<file path="src/rtl/pixel_scan_gen.sv">
// Raster scan generator: walks a frame pixel by pixel and emits screen plus complex-plane coordinates.
// Optional abort input is compiled in when SCAN_ABORT_EN is defined.
module pixel_scan_gen #(
  parameter int Q     = 21,
  parameter int N     = 32,
  parameter int H_RES = 640,
  parameter int V_RES = 480,
  parameter int STEP0 = 9830
) (
  input  logic         clk,
  input  logic         rst_n,
  input  logic [N-1:0] start_coord_X,
  input  logic [N-1:0] start_coord_Y,
  input  logic [1:0]   zoom_level,
  input  logic         frame_start,
  input  logic         out_ready,
`ifdef SCAN_ABORT_EN
  input  logic         abort,
`endif
  output logic         out_valid,
  output logic [15:0]  pixel_X,
  output logic [15:0]  pixel_Y,
  output logic [N-1:0] real_X,
  output logic [N-1:0] real_Y,
  output logic         last_pixel,
  output logic         busy,
  output logic         frame_done
);

  typedef enum logic [1:0] {IDLE, SCAN, DONE} state_t;

  localparam logic [N-1:0] STEP0_N = N'(STEP0);
  localparam logic [15:0]  X_LAST  = 16'(H_RES - 1);
  localparam logic [15:0]  Y_LAST  = 16'(V_RES - 1);

  // Q only documents the coordinate format; the datapath is format-agnostic.
  if (Q < 0 || Q >= N) begin : g_bad_q
    $error("pixel_scan_gen: Q must lie in [0, N)");
  end

  state_t         state_q, state_d;
  logic [15:0]    pix_x_q, pix_x_d;
  logic [15:0]    pix_y_q, pix_y_d;
  logic [N-1:0]   real_x_q, real_x_d;
  logic [N-1:0]   real_y_q, real_y_d;
  logic [N-1:0]   start_x_q, start_x_d;
  logic [N-1:0]   step_q, step_d;

  logic           at_last;
  logic           xfer;
  logic           abort_hit;

  assign at_last = (pix_x_q == X_LAST) && (pix_y_q == Y_LAST);
  assign xfer    = (state_q == SCAN) && out_ready;

`ifdef SCAN_ABORT_EN
  assign abort_hit = (state_q == SCAN) && abort;
`else
  assign abort_hit = 1'b0;
`endif

  always_comb begin
    state_d   = state_q;
    pix_x_d   = pix_x_q;
    pix_y_d   = pix_y_q;
    real_x_d  = real_x_q;
    real_y_d  = real_y_q;
    start_x_d = start_x_q;
    step_d    = step_q;

    case (state_q)
      IDLE: begin
        if (frame_start) begin
          start_x_d = start_coord_X;
          step_d    = STEP0_N >> zoom_level;
          pix_x_d   = 16'd0;
          pix_y_d   = 16'd0;
          real_x_d  = start_coord_X;
          real_y_d  = start_coord_Y;
          state_d   = SCAN;
        end
      end
      SCAN: begin
        if (abort_hit) begin
          state_d = IDLE;
        end else if (xfer) begin
          if (at_last) begin
            state_d = DONE;
          end else if (pix_x_q == X_LAST) begin
            // Moving down the screen walks the imaginary axis downwards.
            pix_x_d  = 16'd0;
            real_x_d = start_x_q;
            pix_y_d  = pix_y_q + 16'd1;
            real_y_d = real_y_q - step_q;
          end else begin
            pix_x_d  = pix_x_q + 16'd1;
            real_x_d = real_x_q + step_q;
          end
        end
      end
      DONE: begin
        state_d = IDLE;
      end
      default: begin
        state_d = IDLE;
      end
    endcase
  end

  always_ff @(posedge clk or negedge rst_n) begin
    if (!rst_n) begin
      state_q   <= IDLE;
      pix_x_q   <= '0;
      pix_y_q   <= '0;
      real_x_q  <= '0;
      real_y_q  <= '0;
      start_x_q <= '0;
      step_q    <= '0;
    end else begin
      state_q   <= state_d;
      pix_x_q   <= pix_x_d;
      pix_y_q   <= pix_y_d;
      real_x_q  <= real_x_d;
      real_y_q  <= real_y_d;
      start_x_q <= start_x_d;
      step_q    <= step_d;
    end
  end

  assign out_valid  = (state_q == SCAN);
  assign busy       = (state_q == SCAN) || (state_q == DONE);
  assign frame_done = (state_q == DONE);
  assign last_pixel = (state_q == SCAN) && at_last;
  assign pixel_X    = pix_x_q;
  assign pixel_Y    = pix_y_q;
  assign real_X     = real_x_q;
  assign real_Y     = real_y_q;

endmodule

</file>
<file path="config.mk">
export PLATFORM = sky130hd
export DESIGN_NAME = pixel_scan_gen
export DESIGN_NICKNAME = d
export VERILOG_FILES = /design/src/rtl/pixel_scan_gen.sv
export SDC_FILE = /design/constraint.sdc
export NUM_CORES = 1
export LEC_CHECK = 0
export BUFFER_PORTS_ARGS = -buffer_cell sky130_fd_sc_hd__buf_2
export CAP_MARGIN = 25
export CORE_MARGIN = 2
export CORE_UTILIZATION = 40
export CTS_BUF_LIST = sky130_fd_sc_hd__clkbuf_8
export DETAILED_ROUTE_END_ITERATION = 8
export SYNTH_ARGS = -nofsm -noshare
export SYNTH_HDL_FRONTEND = slang
export SYNTH_SLANG_ARGS = --single-unit
</file>
<file path="constraint.sdc">
create_clock -name clk -period 7.7 [get_ports clk]
set_input_delay 1.155 -clock clk [delete_from_list [all_inputs] [get_ports clk]]
set_output_delay 1.155 -clock clk [all_outputs]
set_load 0.05 [all_outputs]
</file>
# Word level (Yosys, flattened, before mapping)
# Cells that the tools add are included.
# W data, S select, Z words.
[word_totals]
ff_bits = 162
latch_bits = 0
ramBits = 0
rom_bits = 0
n_memories = 0
[classes]
addsub = 4
mul = 0
div = 0
magnitude_cmp = 0
n_eq_ne = 9
n_shift = 1
n_mux = 23
bitwise_logic = 0
n_reduce_logical = 10
[ops]
columns = ["operator", "n"]
rows = [
  ["$mux W32", 8],
  ["$pmux W32 S2", 2],
  ["$mux W16", 7],
  ["$pmux W16 S2", 2],
  ["$add A16 B1 Y16 const B", 2],
  ["$add A32 B32 Y32", 1],
  ["$shr A14 B2 Y32 const A", 1],
  ["$sub A32 B32 Y32", 1],
  ["$eq A16 B10 Y1 const B", 1],
  ["$eq A16 B9 Y1 const B", 1],
  ["$mux W2", 3],
  ["$ne A2 B1 Y1 const B", 3],
  ["$reduce_and A5 Y1", 1],
  ["$ne A2 B2 Y1 const B", 2],
  ["$pmux W2 S2", 1],
  ["$reduce_and A4 Y1", 1],
  ["$logic_and A1 B1 Y1", 3],
  ["$reduce_and A3 Y1", 1],
  ["$eq A2 B1 Y1 const B", 1],
  ["$eq A2 B2 Y1 const B", 1],
  ["$logic_not A2 Y1", 1],
  ["$reduce_and A2 Y1", 1],
  ["$reduce_bool A2 Y1", 1],
  ["$logic_or A1 B1 Y1", 1],
]

# Logic depth before layout (Yosys ltp)
[logic_depth]
ltp_word = 5
ltp_mapped = 12
mapped_depth_nobuf = 11

# Worst setup path after synthesis
# Ideal clock, no wire load.
[synth_timing]
path_kind = "reg-to-output"
start = "register pix_x_q[0] (netlist: pixel_X[0])"
end = "output last_pixel"
t_arrival_ns = 1.985
required_ns = 6.545
path_slack_ns = 4.560
path_stages_with_launch = 6
n_path_buf = 0
cell_sequence = "dfrtp_1 > ha_1 > and3_1 > nand4_2 > nor2_1 > and3_1"
[synth_via]
elab_chain_len = 3
[synth_lines]
columns = ["item", "line_no", "source"]
rows = [
  ["start, declared", "42", "logic [15:0] pix_x_q, pix_x_d;"],
  ["start signal, assigned", "121", "pix_x_q <= pix_x_d;"],
  ["$eq A16 B10 Y1", "53", "assign at_last = (pix_x_q == X_LAST) && (pix_y_q == Y_LAST);"],
  ["$logic_and A1 B1 Y1", "53", ""],
  ["$logic_and A1 B1 Y1", "133", "assign last_pixel = (state_q == SCAN) && at_last;"],
  ["end, declared", "25", "output logic last_pixel,"],
]
# No other way between the ends.

# Worst setup path after layout
[layout_timing]
start = "register state_q[1]"
end = "register pix_y_q[3] (netlist: pixel_Y[3])"
[layout_via]
elab_chain_len = 4
word_cells_on_any_way = 10
[layout_lines]
columns = ["item", "line_no", "source"]
rows = [
  ["start, declared", "41", "state_t state_q, state_d;"],
  ["start signal, assigned", "120", "state_q <= state_d;"],
  ["$eq A2 B1 Y1", "54, 71", ""],
  ["$logic_and A1 B1 Y1", "54", "assign xfer = (state_q == SCAN) && out_ready;"],
  ["$ne A2 B1 Y1 (no line)", "-", ""],
  ["$reduce_and A5 Y1 (no line)", "-", ""],
  ["end signal, assigned", "122", "pix_y_q <= pix_y_d;"],
  ["end, declared", "43", "logic [15:0] pix_y_q, pix_y_d;"],
]
# Several ways; a longest one is shown, not always the timed one.
# A chain may end at the register's enable or synchronous reset.

==> impl_metrics.py <==
metrics = {
    "route": {
        "post_drt_via_cell_ratio": 5.47,
        "remaining_drc_errors": 0,
        "initialDrtViolationCount": 433,
        "num_vias": 7558,
        "ant_nets": 0,
        "firstDrtPassIters": 5,
        "avgRoutedWirePerCell_microns": 17.2,
        "finalWirelength_microns": 23700,
    },
    "sta": {
        "setup_slack_ps": 3840,
        "finalCriticalPeriod_ps": 3860,
        "setup_violations": 0,
        "rsz0062_at_grt": "no",
        "hold_viol_final": 0,
        "relSlewSlack_pct": 33.2,
        "tns_ps": 0,
        "clock.fmax_mhz": 259,
        "period_share_pct": 50.1,
        "slew_violations": 0,
        "holdWs_ps": 504,
        "worstMarginPinSlew_ps": 1000,
        "clock_skew_ps": 10.8,
    },
    "grt": {
        "grt.overflow.total": 0,
        "grt_max_degree": 96,
        "antenna_found_initial": 0,
        "grt_pass1_wl_microns": 38200,
        "grt_use_total_pct": 21.4,
        "grt_pass1_vias": 7223,
    },
    "worst_setup_path": {
        "path_class": "flip-flop to flip-flop",
        "cp_top_family": "buffers and inverters",
        "cp_cell_sequence": "inv_1 -> ha_4 -> buf_4 -> o21ai_0 -> a21o_2 -> nor2_2 -> buf_4 -> nand4_1 -> xor2_1 -> nor2_1",
        "arrival_ps": 4180,
        "cp-end-kind": "flip-flop",
        "reg2reg_from": "state_q[1]",
        "startpoint_type": "flip-flop",
        "worstSetupStartpoint": "state_q[1]",
        "cpPeakStageDelay_ps": 760,
        "path_max_fanout": 95,
        "slowest_stage": "buf_4",
        "cpMostUsedCell": "buf_4",
        "required_ps": 8020,
        "cp_num_buf_inv": 3,
    },
    "logic_synthesis": {
        "yosys-top-cells-area": "dfrtp_1 40%, ha_1 5.2%, mux2_2 4.8%",
        "post-synth-top-count-cell": "dfrtp_1",
        "synth-seq-cells": 137,
        "synthCells": 947,
        "syn_nets": 1055,
        "synth_area_sq_um": 8610,
        "synth_edf_count": 0,
        "yosysTopAreaCell": "dfrtp_1",
        "synth_seq_area_share_pct": 39.8,
        "synthFlopType": "dfrtp_1",
        "synth_cell_types": 81,
        "yosys_warnings": 0,
        "ys_async_sr_fraction_pct": 100,
        "synth_top_area_share_pct": 39.8,
        "ys_top_cells_by_count": "137 x dfrtp_1, 109 x nand2_1, 75 x nor2_1",
        "syn_area_per_cell_sq_um": 9.09,
    },
    "clock_network": {
        "clkLatencyLatePin_ps": 450,
        "cts.sinks": 137,
        "htreeDepth": 4,
        "cts_root_buffer": "clkbuf_8",
        "cts_resized": 0,
        "cts_tree": "done",
        "cts_buffers": 17,
        "path_clk_slew_ps": 80,
        "post_cts_buffers": 0,
        "cts_hold_buf": 0,
        "clockBufferDepth": 2,
    },
    "power_and_ir_drop": {
        "p_leak_nw": 5.00,
        "ir_drop_uv": 99.7,
        "power.density_nw_per_um2": 170,
    },
    "place": {
        "place.gp.congestion": 0.799,
        "dpl_worst_slack_ps": 3500,
        "dp_hpwl_microns": 16100,
        "place.port_buffers": 169,
    },
    "floorplan": {
        "core_area_sq_um": 21100,
        "pin_count": 170,
        "die_area_sq_um": 22700,
        "dieWidth_microns": 151,
        "start_util_pct": 40.8,
        "rows": 53,
        "fp.dieH_microns": 151,
    },
    "cells_and_area": {
        "final_util_pct": 48.2,
        "fillers": 2080,
        "synthToLayoutAreaGrowth_pct": 18.0,
        "drive_gt1_share_pct": 24.6,
        "num_antenna_cells": 0,
        "nNetsFinal": 1202,
    },
    "worst_hold_path": {
        "min_path_type": "flip-flop to flip-flop",
        "min-delay-start": "start_x_q[24]",
    },
    "outcome": {
        "status": "completed",
    },
    "job": {
        "cap_violations": 0,
    },
}
[state kept, by name, indices dropped and copies added (netlist names)]
| signal | flops |
|---|---|
| real_Y | 32 |
| step_q | 7 |
| state_q | 2 |
| real_X | 32 |
| pixel_X | 16 |
| pixel_Y | 16 |
| start_x_q | 32 |
[path summary, 6_finish.rpt]
check	endpoint	slack (ps)	cells after the start
setup / recovery	pixel_Y[3]	3840	10
hold / removal	start_x_q[24]	500	1
setup reg to reg	pixel_Y[3]	3840	10
hold reg to reg	start_x_q[24]	500	1
max in group asynchronous	start_x_q[13]	6000	3
min in group asynchronous	real_X[19]	690	1
[final cells by class]
class | count | area [sq um] | area share (%)
clock buffers | 19 | 262 | 2.57
flip-flops and latches | 137 | 3430 | 33.7
inverters | 28 | 105 | 1.03
repair buffers | 179 | 980 | 9.64
multi-input cells | 731 | 4820 | 47.4
clock inverters | 13 | 224 | 2.20
well taps | 275 | 344 | 3.39
[metrics by stage]
stage	std cells	instance area (sq um)	power [mW]
2_1_floorplan	947	8610	0.925
3_3_place_gp	1346	9600	1.01
3_5_place_dp	1346	9600	1.01
4_1_cts	1378	10100	1.74
5_1_grt	1382	10200	1.80
6_report	1382	10200	1.73
[metal layers]
| metal | part of all wire (%) | wire length (microns) | vias up | GRT usage [%] |
|---|---|---|---|---|
| met1 | 48 | 11500 | 3633 | 30.1 |
| met3 | 4.5 | 1060 | 16 | 3.18 |
| met4 | 0.99 | 235 | 0 | 5.65 |
| met2 | 46 | 11000 | 172 | 34.8 |
| met5 | 0 | 0 | - | 0 |
| li1 | - | - | 3737 | - |
[cells in the final DEF, fill, tap and decap left out, drive strengths merged, types with 7 or more instances in the layout]
cell	n
buf	179
dfrtp	137
nand2	109
nor2	77
o21ai	73
a21oi	71
mux2	37
ha	36
nand3	34
inv	29
xnor2	28
and3	21
clkbuf	19
nor3	19
o211ai	18
o22ai	17
xor2	16
mux2i	15
a21o	15
nand4	14
nor2b	12
nor4	12
a31oi	11
a211oi	7
and2	7
[power breakdown]
part	total, mW	internal (mW)	switching (mW)
sequential	0.769	0.739	0.0294
clock	0.735	0.434	0.301
combinational	0.227	0.0703	0.156
total	1.73	1.24	0.487
[kinds of logic after synthesis]
kind of cell	count (synthesis)	synth area share, %
simple gates	336	19.8
compound gates	261	19.3
flops	137	39.8
buf+inv	79	4.42
mux	52	6.58
xor+xnor	44	4.48
fa+ha+maj	38	5.70
Note: power is estimated with default switching activity, not from simulation.
